### src/rtl/bip_debug_sequencer.sv
// Sequencer between a host byte link, the BIP program-memory write port and the BIP core.
// Loads little-endian words, then free-runs or single-steps the core until HLT or abort.
module bip_debug_sequencer #(
    parameter int unsigned B  = 16,
    parameter int unsigned W  = 11,
    parameter int unsigned CW = 32
) (
    input  logic          clk,
    input  logic          reset,
    input  logic [7:0]    rx_data,
    input  logic          rx_valid,
    input  logic [B-1:0]  cpu_instr,
    output logic          pm_we,
    output logic [W-1:0]  pm_waddr,
    output logic [B-1:0]  pm_wdata,
    output logic          cpu_rst,
    output logic          cpu_en,
    output logic          halted,
    output logic          busy,
    output logic [CW-1:0] cycle_count
);

    typedef enum logic [2:0] {
        ST_IDLE,
        ST_LOAD,
        ST_RUN,
        ST_STEP,
        ST_HALTED
    } state_t;

    localparam logic [4:0] OP_HLT   = 5'b00000;
    localparam logic [7:0] CMD_LOAD = 8'h4C;
    localparam logic [7:0] CMD_RUN  = 8'h52;
    localparam logic [7:0] CMD_STEP = 8'h53;
    localparam logic [7:0] CMD_STOP = 8'h58;

    state_t        state_q;
    logic          pm_we_q;
    logic [W-1:0]  pm_waddr_q;
    logic [B-1:0]  pm_wdata_q;
    logic [7:0]    low_q;
    logic          phase_hi_q;
    logic          cpu_rst_q;
    logic          en_q;
    logic          halted_q;
    logic [CW-1:0] cycle_count_q;
    logic [CW-1:0] cycle_count_d;

    logic instr_hlt;
    logic word_hlt;
    logic load_done;
    logic unused_operand;

    // en_q is the registered enable request; the live HLT check masks it so the
    // HLT instruction presented this cycle is never executed.
    always_comb begin
        instr_hlt     = (cpu_instr[B-1 -: 5] == OP_HLT);
        word_hlt      = (pm_wdata_q[B-1 -: 5] == OP_HLT);
        load_done     = pm_we_q && (word_hlt || (pm_waddr_q == '1));
        cpu_en        = en_q && !instr_hlt;
        cycle_count_d = cycle_count_q;
        if (cpu_en && (cycle_count_q != '1)) begin
            cycle_count_d = cycle_count_q + CW'(1);
        end
    end

    assign unused_operand = ^cpu_instr[B-6:0];

    always_ff @(posedge clk or posedge reset) begin
        if (reset) begin
            state_q       <= ST_IDLE;
            pm_we_q       <= 1'b0;
            pm_waddr_q    <= '0;
            pm_wdata_q    <= '0;
            low_q         <= '0;
            phase_hi_q    <= 1'b0;
            cpu_rst_q     <= 1'b1;
            en_q          <= 1'b0;
            halted_q      <= 1'b0;
            cycle_count_q <= '0;
        end else begin
            pm_we_q       <= 1'b0;
            cycle_count_q <= cycle_count_d;
            case (state_q)
                ST_IDLE, ST_HALTED: begin
                    if (rx_valid) begin
                        case (rx_data)
                            CMD_LOAD: begin
                                state_q       <= ST_LOAD;
                                cpu_rst_q     <= 1'b1;
                                pm_waddr_q    <= '0;
                                cycle_count_q <= '0;
                                halted_q      <= 1'b0;
                                phase_hi_q    <= 1'b0;
                            end
                            CMD_RUN: begin
                                if (state_q == ST_IDLE) begin
                                    state_q <= ST_RUN;
                                    en_q    <= 1'b1;
                                end
                            end
                            CMD_STEP: begin
                                if (state_q == ST_IDLE) begin
                                    state_q <= ST_STEP;
                                    en_q    <= 1'b1;
                                end
                            end
                            default: ;
                        endcase
                    end
                end
                ST_LOAD: begin
                    // The address advances in the cycle after the write pulse.
                    if (pm_we_q) begin
                        pm_waddr_q <= pm_waddr_q + W'(1);
                    end
                    if (load_done) begin
                        state_q   <= ST_IDLE;
                        cpu_rst_q <= 1'b0;
                    end else if (rx_valid) begin
                        if (!phase_hi_q) begin
                            low_q      <= rx_data;
                            phase_hi_q <= 1'b1;
                        end else begin
                            pm_wdata_q <= B'({rx_data, low_q});
                            pm_we_q    <= 1'b1;
                            phase_hi_q <= 1'b0;
                        end
                    end
                end
                ST_RUN: begin
                    if (instr_hlt) begin
                        state_q  <= ST_HALTED;
                        halted_q <= 1'b1;
                        en_q     <= 1'b0;
                    end else if (rx_valid && (rx_data == CMD_STOP)) begin
                        state_q <= ST_IDLE;
                        en_q    <= 1'b0;
                    end
                end
                ST_STEP: begin
                    en_q <= 1'b0;
                    if (instr_hlt) begin
                        state_q  <= ST_HALTED;
                        halted_q <= 1'b1;
                    end else begin
                        state_q <= ST_IDLE;
                    end
                end
                default: begin
                    state_q <= ST_IDLE;
                    en_q    <= 1'b0;
                end
            endcase
        end
    end

    assign pm_we       = pm_we_q;
    assign pm_waddr    = pm_waddr_q;
    assign pm_wdata    = pm_wdata_q;
    assign cpu_rst     = cpu_rst_q;
    assign halted      = halted_q;
    assign busy        = (state_q != ST_IDLE) && (state_q != ST_HALTED);
    assign cycle_count = cycle_count_q;

endmodule

### config.mk
export PLATFORM = sky130hd
export DESIGN_NAME = bip_debug_sequencer
export DESIGN_NICKNAME = d
export VERILOG_FILES = /design/src/rtl/bip_debug_sequencer.sv
export SDC_FILE = /design/constraint.sdc
export NUM_CORES = 1
export LEC_CHECK = 0
export ABC_AREA = 0
export ABC_CLOCK_PERIOD_IN_PS = 3210
export CAP_MARGIN = 20
export CORE_ASPECT_RATIO = 0.5
export CORE_MARGIN = 3
export CORE_UTILIZATION = 50
export CTS_BUF_LIST = sky130_fd_sc_hd__clkbuf_16
export CTS_CLUSTER_DIAMETER = 200
export DETAILED_ROUTE_END_ITERATION = 7
export GPL_TIMING_DRIVEN = 1
export HOLD_SLACK_MARGIN = 0.15
export PLACE_DENSITY = 0.91
export SLEW_MARGIN = 15
export SYNTH_ARGS = -nofsm -noshare
export SYNTH_HDL_FRONTEND = slang
export SYNTH_SLANG_ARGS = --single-unit
### constraint.sdc
create_clock -name clk -period 3.21 [get_ports clk]
set_input_delay 0.4815 -clock clk [delete_from_list [all_inputs] [get_ports clk]]
set_output_delay 0.4815 -clock clk [all_outputs]
set_load 0.05 [all_outputs]
* Word-level counts from Yosys, hierarchy flattened *
Cells that the tools add are included.

operators by class
  bitwise gates (word level) = 3
  muxes and demuxes = 39
  equality and inequality tests = 24
  reduce and logical (&&, ||, !) cells = 24
  add/subtract/negate cells = 2

operator list
  kind                                                   count
  2-to-1 mux 32 bit                                      4
  2-to-1 mux 11 bit                                      3
  adder 32 x 1 -> 32 bit, second input constant          1
  == test 8 x 7 -> 1 bit, second input constant          4
  inequality test 32 bit, second input constant          1
  case mux 11 bit (2 select lines)                       1
  2-to-1 mux 3 bit                                       7
  AND reduction 4 bit                                    5
  2-to-1 mux 1 bit                                       18
  inequality test 2 bit, second input constant           7
  inequality test 3 bit, second input constant           4
  case mux 3 bit (4 select lines)                        1
  adder 11 x 1 -> 11 bit, second input constant          1
  == test 11 bit, second input constant                  1
  zero test 5 bit                                        2
  AND reduction 5 bit                                    2
  case mux 3 bit (3 select lines)                        1
  == test 3 x 2 -> 1 bit, second input constant          2
  case mux 1 bit (2 select lines)                        3
  AND reduction 6 bit                                    1
  OR reduction 2 bit                                     3
  logical AND 1 bit                                      5
  inequality test 2 x 1 -> 1 bit, second input constant  2
  inequality test 4 x 1 -> 1 bit, second input constant  1
  other kinds (9)                                        12

word-level totals
  word-level logic and storage cells = 102
  output and inout bits = 64
  register bits after elaboration = 75
  input port bits = 27

* Depth between registers and ports, before layout *
Gate-level depths: netlist of run 1.

  depth after elaboration = 8
  mapped depth = 8
  gate-level depth less buffers = 6

* Worst setup path before layout of run 1 *
Ideal clock, no wire load.

  path kind = reg2reg
  start point = register pm_waddr_q[0], in the netlist pm_waddr[0]
  end point = register pm_wdata_q[8], in the netlist pm_wdata[8]
  buffers on the path = 2
  required time = 3085 ps
  setup time = 125 ps
  stages on the path, launching flop included = 9
  period minus slack after synthesis = 2454 ps
  arrival = 2329 ps
  slack = 756 ps
  cell sequence = dfrtp_1 ha_1 and3_1 nand4_1 o221a_2 and3_1 buf_2 buf_2 mux2_2

on the way
  cells in the longest elaborated chain, start to end = 5

ends and longest elaborated chain
  element                               line  source
  start: declaration                    39    logic [W-1:0] pm_waddr_q;
  start signal: assignment              115   pm_waddr_q <= pm_waddr_q + W'(1);
  == test 11 bit                        59    load_done = pm_we_q && (word_hlt || (pm_waddr_q == '1));
  logical OR 1 bit                      59
  logical AND 1 bit                     59
  NOT 1 bit (no source line)            n/a
  AND reduction 4 bit (no source line)  n/a
  end signal: assignment                125   pm_wdata_q <= B'({rx_data, low_q});
  end: declaration                      40    logic [B-1:0] pm_wdata_q;

Every way passes these cells.
A chain may end at the register's enable or synchronous reset.

* Final worst setup path of run 1 *
  start point = input cpu_instr[11]
  end point = output cpu_en

on the way
  cells in the longest elaborated chain, start to end = 3

ends and longest elaborated chain
  element             line  source
  start: declaration  12    input logic [B-1:0] cpu_instr,
  zero test 5 bit     57    instr_hlt = (cpu_instr[B-1 -: 5] == OP_HLT);
  zero test 1 bit     60    cpu_en = en_q && !instr_hlt;
  logical AND 1 bit   60
  end: declaration    17    output logic cpu_en,

Every way passes these cells.

==> flow_metrics.env, run 1 <==
export IMPL_status="complete, no violations"
export IMPL_wire_per_inst_um=17.0
export IMPL_finalWirelength_mm=9.16
export IMPL_maxCapViolCount=0
export IMPL_synth_distinct_cells=50
export IMPL_ant_nets=0
export IMPL_grt_pass1_wl_mm=15.5
export IMPL_post_place_ws_ps=434
export IMPL_p_leak_nw=2.04
export IMPL_rsz0062_at_grt="no"
export IMPL_clock_sinks=75
export IMPL_antenna_found_initial=0
export IMPL_hpwl_mm=6.21
export IMPL_path_cells="clkdlybuf4s50_1, or4_1, o21ai_0, inv_1, buf_4"
export IMPL_internal_power_w=0.00233
export IMPL_seqPwrFrac_pct=35.6
export IMPL_syn_nets=387
export IMPL_async_flop_share_pct=100
export IMPL_cts_root_buf="clkbuf_16"
export IMPL_syn_area_per_cell_um2=10.3
export IMPL_start_kind="input port"
export IMPL_yosysSeqAreaShare_pct=50.7
export IMPL_diodes=0
export IMPL_yosysWarnings=0
export IMPL_power_density_nw_per_um2=736
export IMPL_postSynthCellCount=358
export IMPL_p_sw_share_pct=36.1
export IMPL_synth_common_cells="74 x dfrtp_1, 28 x o21ai_0, 24 x mux2_2, 24 x nand2_1, 23 x nor2_1"
export IMPL_holdBufCountCts=0
export IMPL_setup_violations=0
export IMPL_grt_usage_pct=23.4
export IMPL_ys_ff_latch=75
export IMPL_die_h_um=66.8
export IMPL_start_util_pct=53.4
export IMPL_worst_path_buf_inv=3
export IMPL_synth_top_cells_by_area="dfrtp_1 50%, mux2_2 7.3%, o21ai_0 3.8%"
export IMPL_firstDrtPassIters=4
export IMPL_crit_fanout=4
export IMPL_drtIter0Drc=238
export IMPL_crit_type="in -> out"
export IMPL_row_count=21
export IMPL_p_comb_share_pct=33.0
export IMPL_ir_drop_v=0.000627
export IMPL_num_io_pins=91
export IMPL_startpoint="cpu_instr[11]"
export IMPL_gr_total_overflow=0
export IMPL_tightest_slew_ps=538
export IMPL_finClkSkew_ps=6.48
export IMPL_drc=0
export IMPL_die_width_um=128
export IMPL_place_congestion=0.841
export IMPL_cts_reportedPaths_clkPinSlew_ps=60
export IMPL_synth_top_cell_by_area="dfrtp_1"
export IMPL_synth_most_common_cell="dfrtp_1"
export IMPL_crit_family="buffers and inverters"
export IMPL_synth_ff_type="dfrtp_1"
export IMPL_port_buffer_count=79
export IMPL_critPathCaptureType="output port"
export IMPL_synth_edf_count=0
export IMPL_period_share_pct=81.2
export IMPL_cts_buffer_depth=2
export IMPL_final_core_util_pct=71.3
export IMPL_die_area_um2=8530
export IMPL_vias_per_cell=5.89
export IMPL_r2r_start="pm_waddr[0]$_DFFE_PP0P_"
export IMPL_p_clk_share_pct=31.4
export IMPL_cts_repair_resize_count=0
export IMPL_tritoncts="done"
export IMPL_slowest_stage="or4_1"
export IMPL_period_minus_slack_ps=2610
export IMPL_yosys_area_top_type_share_pct=50.0
export IMPL_area_delta_synth_final_pct=33.6
export IMPL_postCtsSetupBuffers=0
export IMPL_layout_drive_gt1_share_pct=14.5
export IMPL_clk_latency_ps=340
export IMPL_cts_htree_levels=3
export IMPL_cp_arrival_ps=2130
export IMPL_fin_setup_tns_ps=0
export IMPL_cp_required_ps=2730
export IMPL_cts_made_buffers=9
export IMPL_fin_ws_ps=603
export IMPL_via_count=3174
export IMPL_switching_power_w=0.00131
export IMPL_grt_max_degree=42
export IMPL_drv_slew=0
export IMPL_hold_path_class="in -> async"
export IMPL_core_um2=6940
export IMPL_cp_slowest_stage_delay_ps=670
export IMPL_first_global_vias=3184
export IMPL_hold_slack_ps=454
export IMPL_hold_viol=0
export IMPL_slew_headroom_pct=64.0
export IMPL_nets=471
export IMPL_fmax_mhz=384
export IMPL_syn_area_um2=3700
[power groups by stage]
stage               Sequential, W  Clock (W)  Combinational [W]
floorplan                 0.00174          0           0.000348
global route              0.00133    0.00121            0.00127
global placement          0.00130          0            0.00117
detailed placement        0.00130          0            0.00120
finish                    0.00130    0.00114            0.00120
CTS                       0.00130    0.00115            0.00121
[worst register-to-register path, cell delays in order (launching register included)]
cell,delay [ps]
dfrtp_1,420
ha_1,260
and3_1,190
nand4_1,140
o221a_2,260
and3_1,330
buf_4,270
mux2_2,360
[layer usage]
metal / GRT usage (%) / part of all wire [%]
met1: 29.1 / 44
met2: 38.5 / 49
met3: 9.05 / 5.7
met4: 6.48 / 0.71
met5: 0 / 0
[cell families (layout without fill, tap and decap cells)]
family                     count (synthesis)  in the layout  share of synthesized area [%]
adders and majority gates                  2              2                          0.676
DFF                                       75             75                           50.7
muxes                                     25             25                           7.57
xor gates and xnor gates                  15             15                           3.55
AOI/OAI and AO/OA                         73             73                           12.6
buffers and inverters                     21            110                           2.60
and+or+nand+nor                          147            147                           22.3
[path summary, 6_finish.rpt]
check	to	slack [ps]	cells past startpoint
max	cpu_en	600	5
min	pm_wdata[2]$_DFFE_PP0P_	450	2
max reg2reg	pm_wdata[1]$_DFFE_PP0P_	860	7
min reg2reg	cpu_rst$_DFFE_PP1P_	490	2
max in group asynchronous	pm_waddr[7]$_DFFE_PP0P_	1930	4
min in group clk	cpu_rst$_DFFE_PP1P_	490	2
[stage by stage]
step,instances,cell area [um^2],power [W]
after CTS,539,4950,0.00366
final,539,4950,0.00364
after global routing,539,4950,0.00381
after detailed placement,523,4610,0.00251
after floorplan,358,3700,0.00209
after global placement,523,4610,0.00247
[cell usage in the layout, fill, tap and decap left out, types with 4 or more instances in the layout]
cell / n
buf_4: 5
o21ai_0: 28
nand2_1: 24
o31ai_1: 4
or3_1: 16
or4_1: 8
nand2b_1: 4
and4_1: 6
xnor2_1: 10
a21oi_1: 20
inv_1: 9
clkdlybuf4s50_1: 78
a211oi_1: 4
nor2_1: 23
and3_1: 6
nand3_1: 22
xor2_1: 5
dfrtp_1: 74
mux2_2: 24
nor4_1: 6
nor3_1: 5
clkbuf_16: 9
nand4_1: 9
and2_1: 5
[area by class of cell]
class,count,area (um^2)
flip-flops and latches,75,1880
inverters,9,33.8
clock inverters,7,109
well taps,92,115
multi-input cells,262,1730
clock buffers,9,225
repair buffers,85,858
fillers,520,1990
[sequential cells by signal, indices dropped and copies added (netlist names)]
register	cells
cycle_count	32
pm_wdata	16
pm_waddr	11
low_q	8
state_q	3
cpu_rst	1
en_q	1
halted	1
phase_hi_q	1
pm_we	1
Note: power is estimated with default switching activity, not from simulation.
==> run 2: changes to the inputs <==
--- a/config.mk
+++ b/config.mk
@@ -6,17 +6,17 @@
 export NUM_CORES = 1
 export LEC_CHECK = 0
 export ABC_AREA = 0
-export ABC_CLOCK_PERIOD_IN_PS = 3210
+export ABC_CLOCK_PERIOD_IN_PS = 2370
 export CAP_MARGIN = 20
 export CORE_ASPECT_RATIO = 0.5
 export CORE_MARGIN = 3
-export CORE_UTILIZATION = 50
+export CORE_UTILIZATION = 45
 export CTS_BUF_LIST = sky130_fd_sc_hd__clkbuf_16
 export CTS_CLUSTER_DIAMETER = 200
 export DETAILED_ROUTE_END_ITERATION = 7
 export GPL_TIMING_DRIVEN = 1
 export HOLD_SLACK_MARGIN = 0.15
-export PLACE_DENSITY = 0.91
+export PLACE_DENSITY = 0.87
 export SLEW_MARGIN = 15
 export SYNTH_ARGS = -nofsm -noshare
 export SYNTH_HDL_FRONTEND = slang
==> constraint.sdc (replaced) <==
create_clock -name clk -period 2.37 [get_ports clk]
set_input_delay 0.3555 -clock clk [delete_from_list [all_inputs] [get_ports clk]]
set_output_delay 0.3555 -clock clk [all_outputs]
set_load 0.05 [all_outputs]
==> flow_metrics.env, run 2 (synthesized netlist as in run 1, its figures left out) <==
export IMPL_status="complete, no violations"
export IMPL_cts_htree_levels=3
export IMPL_finalWirelength_mm=8.92
export IMPL_cts_reportedPaths_clkPinSlew_ps=50
export IMPL_fin_ws_ps=141
export IMPL_layout_drive_gt1_share_pct=18.8
export IMPL_drv_slew=0
export IMPL_diodes=0
export IMPL_finClkSkew_ps=5.60
export IMPL_ir_drop_v=0.000804
export IMPL_start_util_pct=48.4
export IMPL_power_density_nw_per_um2=931
export IMPL_drtIter0Drc=315
export IMPL_crit_fanout=4
export IMPL_antenna_found_initial=0
export IMPL_grt_max_degree=76
export IMPL_cp_required_ps=2010
export IMPL_row_count=22
export IMPL_maxCapViolCount=0
export IMPL_rsz0062_at_grt="no"
export IMPL_core_um2=7650
export IMPL_port_buffer_count=79
export IMPL_crit_type="in -> out"
export IMPL_critPathCaptureType="output port"
export IMPL_cts_root_buf="clkbuf_16"
export IMPL_postLayoutCellArea_um2=5090
export IMPL_fmax_mhz=449
export IMPL_hold_path_class="in -> async"
export IMPL_drc=0
export IMPL_die_area_um2=9410
export IMPL_die_width_um=134
export IMPL_slew_headroom_pct=51.0
export IMPL_place_congestion=0.847
export IMPL_clock_sinks=75
export IMPL_stdcell_count=572
export IMPL_p_leak_nw=2.11
export IMPL_gr_total_overflow=0
export IMPL_period_share_pct=94.0
export IMPL_dpl_instance_area_um2=4800
export IMPL_hpwl_mm=6.34
export IMPL_ant_nets=0
export IMPL_final_cell_mix="78 x clkdlybuf4s50_1, 69 x dfrtp_1, 27 x o21ai_0, 24 x nand2_1, 24 x mux2_2"
export IMPL_clk_latency_ps=340
export IMPL_nets=488
export IMPL_layout_commonest_cell="clkdlybuf4s50_1"
export IMPL_vias_per_cell=5.64
export IMPL_cp_arrival_ps=1870
export IMPL_tritoncts="done"
export IMPL_cts_buffer_depth=2
export IMPL_cts_made_buffers=9
export IMPL_hold_slack_ps=434
export IMPL_num_io_pins=91
export IMPL_dp_cells=556
export IMPL_tightest_slew_ps=716
export IMPL_area_delta_synth_final_pct=37.6
export IMPL_start_kind="input port"
export IMPL_setup_violations=0
export IMPL_wire_per_inst_um=15.6
export IMPL_hold_viol=0
export IMPL_period_minus_slack_ps=2230
export IMPL_die_h_um=70.1
export IMPL_grt_pass1_wl_mm=15.4
export IMPL_largest_register_ffs=32
export IMPL_grt_usage_pct=20.3
export IMPL_post_place_ws_ps=-128
export IMPL_via_count=3228
export IMPL_first_global_vias=3147
export IMPL_firstDrtPassIters=4
run 2: worst paths after layout:
kind,startpoint,endpoint,slack [ps],depth (start not counted)
worst max-delay path,cpu_instr[11],cpu_en,140,5
worst min-delay path,reset,cycle_count[13]$_DFF_PP0_,430,3
worst max register to register,pm_waddr[0]$_DFFE_PP0P_,pm_wdata[6]$_DFFE_PP0P_,250,7
worst min register to register,cpu_rst$_DFFE_PP1P_,cpu_rst$_DFFE_PP1P_,490,2
max in group asynchronous,reset,pm_waddr[0]$_DFFE_PP0P_,1610,3
min in group clk,cpu_rst$_DFFE_PP1P_,cpu_rst$_DFFE_PP1P_,490,2
run 2: final cells by class:
| type | count | area (um^2) |
|---|---|---|
| Tap cell | 108 | 135 |
| Multi-Input combinational cell | 262 | 1730 |
| Timing Repair Buffer | 102 | 1020 |
| Clock inverter | 7 | 60.1 |
| Clock buffer | 9 | 225 |
| Sequential cell | 75 | 1880 |
| Inverter | 9 | 33.8 |
| Fill cell | 607 | 2560 |
run 2: what timing repair did:
action | 4_1_cts | 5_1_grt
setup buffers | 0 | 0
setup endpoints to repair | 1 | 1
resized for setup | 1 | 1
hold endpoints to repair | 0 | 0
hold buffers | 0 | 0
run 2: layer usage:
metal	wire (um)	track usage, %	share of wire [%]	vias to the layer above
li1	-	-	-	1547
met3	557	7.63	6.2	16
met2	4290	31.9	48	91
met5	0	0	0	-
met1	3930	26.0	44	1574
met4	142	6.55	1.6	0
run 2: power by group:
group	total [W]	leakage, nW	internal (W)	switching [W]
sequential	0.00175	0.953	0.00154	0.000209
clock	0.00132	0.144	0.000801	0.000517
combinational	0.00168	1.01	0.000634	0.00104
run 2: stage by stage:
step | util (%) | setup TNS (ps) | total power [W]
after floorplan | - | -305 | 0.00283
after global placement | 62.8 | -1390 | 0.00340
after detailed placement | 62.8 | -2600 | 0.00344
after CTS | 66.5 | 0 | 0.00477
after global routing | 66.5 | 0 | 0.00496
final | 66.5 | 0 | 0.00474
run 2: critical path: stages:
cell             delay, ps
clkdlybuf4s50_1        390
or4_1                  640
o21ai_2                200
inv_1                   80
buf_4                  190
==> run 3: changes to the inputs <==
--- a/config.mk
+++ b/config.mk
@@ -6,17 +6,17 @@
 export NUM_CORES = 1
 export LEC_CHECK = 0
 export ABC_AREA = 0
-export ABC_CLOCK_PERIOD_IN_PS = 2370
 export CAP_MARGIN = 20
 export CORE_ASPECT_RATIO = 0.5
 export CORE_MARGIN = 3
-export CORE_UTILIZATION = 45
+export CORE_UTILIZATION = 50
 export CTS_BUF_LIST = sky130_fd_sc_hd__clkbuf_16
 export CTS_CLUSTER_DIAMETER = 200
 export DETAILED_ROUTE_END_ITERATION = 7
+export DONT_BUFFER_PORTS = 1
 export GPL_TIMING_DRIVEN = 1
 export HOLD_SLACK_MARGIN = 0.15
-export PLACE_DENSITY = 0.87
+export PLACE_DENSITY = 0.78
 export SLEW_MARGIN = 15
 export SYNTH_ARGS = -nofsm -noshare
 export SYNTH_HDL_FRONTEND = slang
==> flow_metrics.env, run 3 (synthesized netlist as in run 1, its figures left out) <==
export IMPL_tritoncts="done"
export IMPL_holdPathStages=1
export IMPL_finalPower_w=0.00475
export IMPL_power_density_nw_per_um2=1030
export IMPL_die_h_um=66.8
export IMPL_die_area_um2=8530
export IMPL_antenna_found_initial=0
export IMPL_largest_register_ffs=32
export IMPL_row_count=21
export IMPL_via_count=3110
export IMPL_cts_root_buf="clkbuf_16"
export IMPL_drv_slew=0
export IMPL_hold_path_class="in -> reg"
export IMPL_area_delta_synth_final_pct=24.3
export IMPL_grt_max_degree=44
export IMPL_first_global_vias=3136
export IMPL_grtUsageMet2_pct=38.2
export IMPL_crit_fanout=10
export IMPL_layout_commonest_cell="dfrtp_1"
export IMPL_p_leak_nw=2.02
export IMPL_ant_nets=0
export IMPL_nets=447
export IMPL_ir_drop_v=0.000995
export IMPL_postLayoutCellArea_um2=4600
export IMPL_core_um2=6940
export IMPL_cts_reportedPaths_clkPinSlew_ps=60
export IMPL_period_minus_slack_ps=2230
export IMPL_cts_buffer_depth=2
export IMPL_clk_latency_ps=340
export IMPL_cp_arrival_ps=2490
export IMPL_final_core_util_pct=66.3
export IMPL_hold_end="low_q[1]$_DFFE_PP0P_"
export IMPL_start_kind="flip-flop"
export IMPL_min_delay_start="rx_data[1]"
export IMPL_crit_family="simple AND/OR/NAND/NOR gates"
export IMPL_gr_total_overflow=0
export IMPL_critPathCaptureType="flip-flop"
export IMPL_slew_headroom_pct=52.0
export IMPL_fmax_mhz=449
export IMPL_r2r_slack_ps=140
export IMPL_finClkSkew_ps=4.65
export IMPL_start_util_pct=53.4
export IMPL_cts_made_buffers=9
export IMPL_rsz0062_at_grt="no"
export IMPL_diodes=0
export IMPL_use_met3_pct=8.49
export IMPL_worst_path_buf_inv=0
export IMPL_path_cells="and4_1, o2111ai_4, or4_4, or3_1, a21oi_2"
export IMPL_port_buffer_count=0
export IMPL_grt_usage_pct=22.5
export IMPL_worstReg2RegEnd="cycle_count[31]$_DFF_PP0_"
export IMPL_num_io_pins=91
export IMPL_place_congestion=0.838
export IMPL_setup_violations=0
export IMPL_die_width_um=128
export IMPL_wire_per_inst_um=17.7
export IMPL_cp_slowest_stage_delay_ps=640
export IMPL_vias_per_cell=6.04
export IMPL_drc=0
export IMPL_hpwl_mm=6.35
export IMPL_grt_pass1_wl_mm=15.0
export IMPL_firstDrtPassIters=4
export IMPL_cts_htree_levels=3
export IMPL_maxCapViolCount=0
export IMPL_dpl_instance_area_um2=4210
export IMPL_clock_sinks=75
export IMPL_layout_drive_gt1_share_pct=28.6
export IMPL_slowest_stage="or4_4"
export IMPL_finalWirelength_mm=9.11
export IMPL_cp_required_ps=2640
export IMPL_crit_type="reg -> reg"
export IMPL_r2r_start="cycle_count[4]$_DFF_PP0_"
export IMPL_busiest_layer="met2"
export IMPL_drtIter0Drc=268
export IMPL_period_share_pct=93.9
export IMPL_hold_viol=0
export IMPL_reg2regPathDepth=5
export IMPL_grt_util_met1_pct=26.4
export IMPL_fin_setup_tns_ps=0
export IMPL_status="complete, no violations"
export IMPL_final_cell_mix="69 x dfrtp_1, 55 x buf_4, 28 x o21ai_0, 24 x nand2_1, 24 x mux2_2"
export IMPL_tightest_slew_ps=720
==> run 3: cell count changes in the layout (fill, tap and decap cells not counted), sizes merged <==
cell and delta:
clkdlybuf4s50 -78, bufinv +2, clkinv -2, buf +33, dlygate4sd3 +4
==> run 3: routing by layer <==
metal | share of wire (%) | vias up
met4 | 1.1 | 0
met2 | 50 | 106
li1 | - | 1454
met5 | 0 | -
met1 | 41 | 1538
met3 | 7.8 | 12
==> run 3: how the worst max path moves through the flow <==
| stage | startpoint | to | depth (start not counted) |
|---|---|---|---|
| after CTS | cycle_count[4]$_DFF_PP0_ | cycle_count[31]$_DFF_PP0_ | 5 |
| final | cycle_count[4]$_DFF_PP0_ | cycle_count[31]$_DFF_PP0_ | 5 |
| after floorplan | reset | cycle_count[16]$_DFF_PP0_ | 1 |
| after global placement | cycle_count[5]$_DFF_PP0_ | cycle_count[31]$_DFF_PP0_ | 5 |
| after global routing | cycle_count[4]$_DFF_PP0_ | cycle_count[31]$_DFF_PP0_ | 5 |
| after detailed placement | cycle_count[4]$_DFF_PP0_ | cycle_count[31]$_DFF_PP0_ | 5 |
==> run 3: what timing repair did <==
action,CTS,global route
hold buffers,1,3
setup endpoints to repair,0,8
resized for setup,0,1
endpoints found under the hold margin,32,3
setup buffers,0,0
==> run 3: worst register-to-register path: stages, from the launching register on <==
cell and delay, ps:
dfrtp_1 350, and4_1 380, o2111ai_4 270, or4_4 640
or3_1 380, a21oi_2 150
==> run 3: area by class of cell <==
cell class,instances,area [um^2]
Multi-Input combinational cell,262,1730
Inverter,9,33.8
Fill cell,547,2340
Tap cell,92,115
Clock buffer,9,225
Timing Repair Buffer,61,493
Sequential cell,75,1880
Clock inverter,7,115
==> run 3: where the power goes <==
group,internal (W),switching [W],total [W]
Clock,0.00103,0.000531,0.00156
Combinational,0.000448,0.000862,0.00131
Sequential,0.00153,0.000351,0.00188
Total,0.00301,0.00174,0.00475
==> run 3: per-stage QoR <==
| stage | instances | hold slack (ps) | setup WS (ps) |
|---|---|---|---|
| floorplan | 358 | 469 | -61.1 |
| global placement | 495 | 383 | 247 |
| detailed placement | 495 | 401 | 175 |
| CTS | 512 | 153 | 150 |
| global route | 515 | 150 | 78.7 |
| finish | 515 | 160 | 144 |
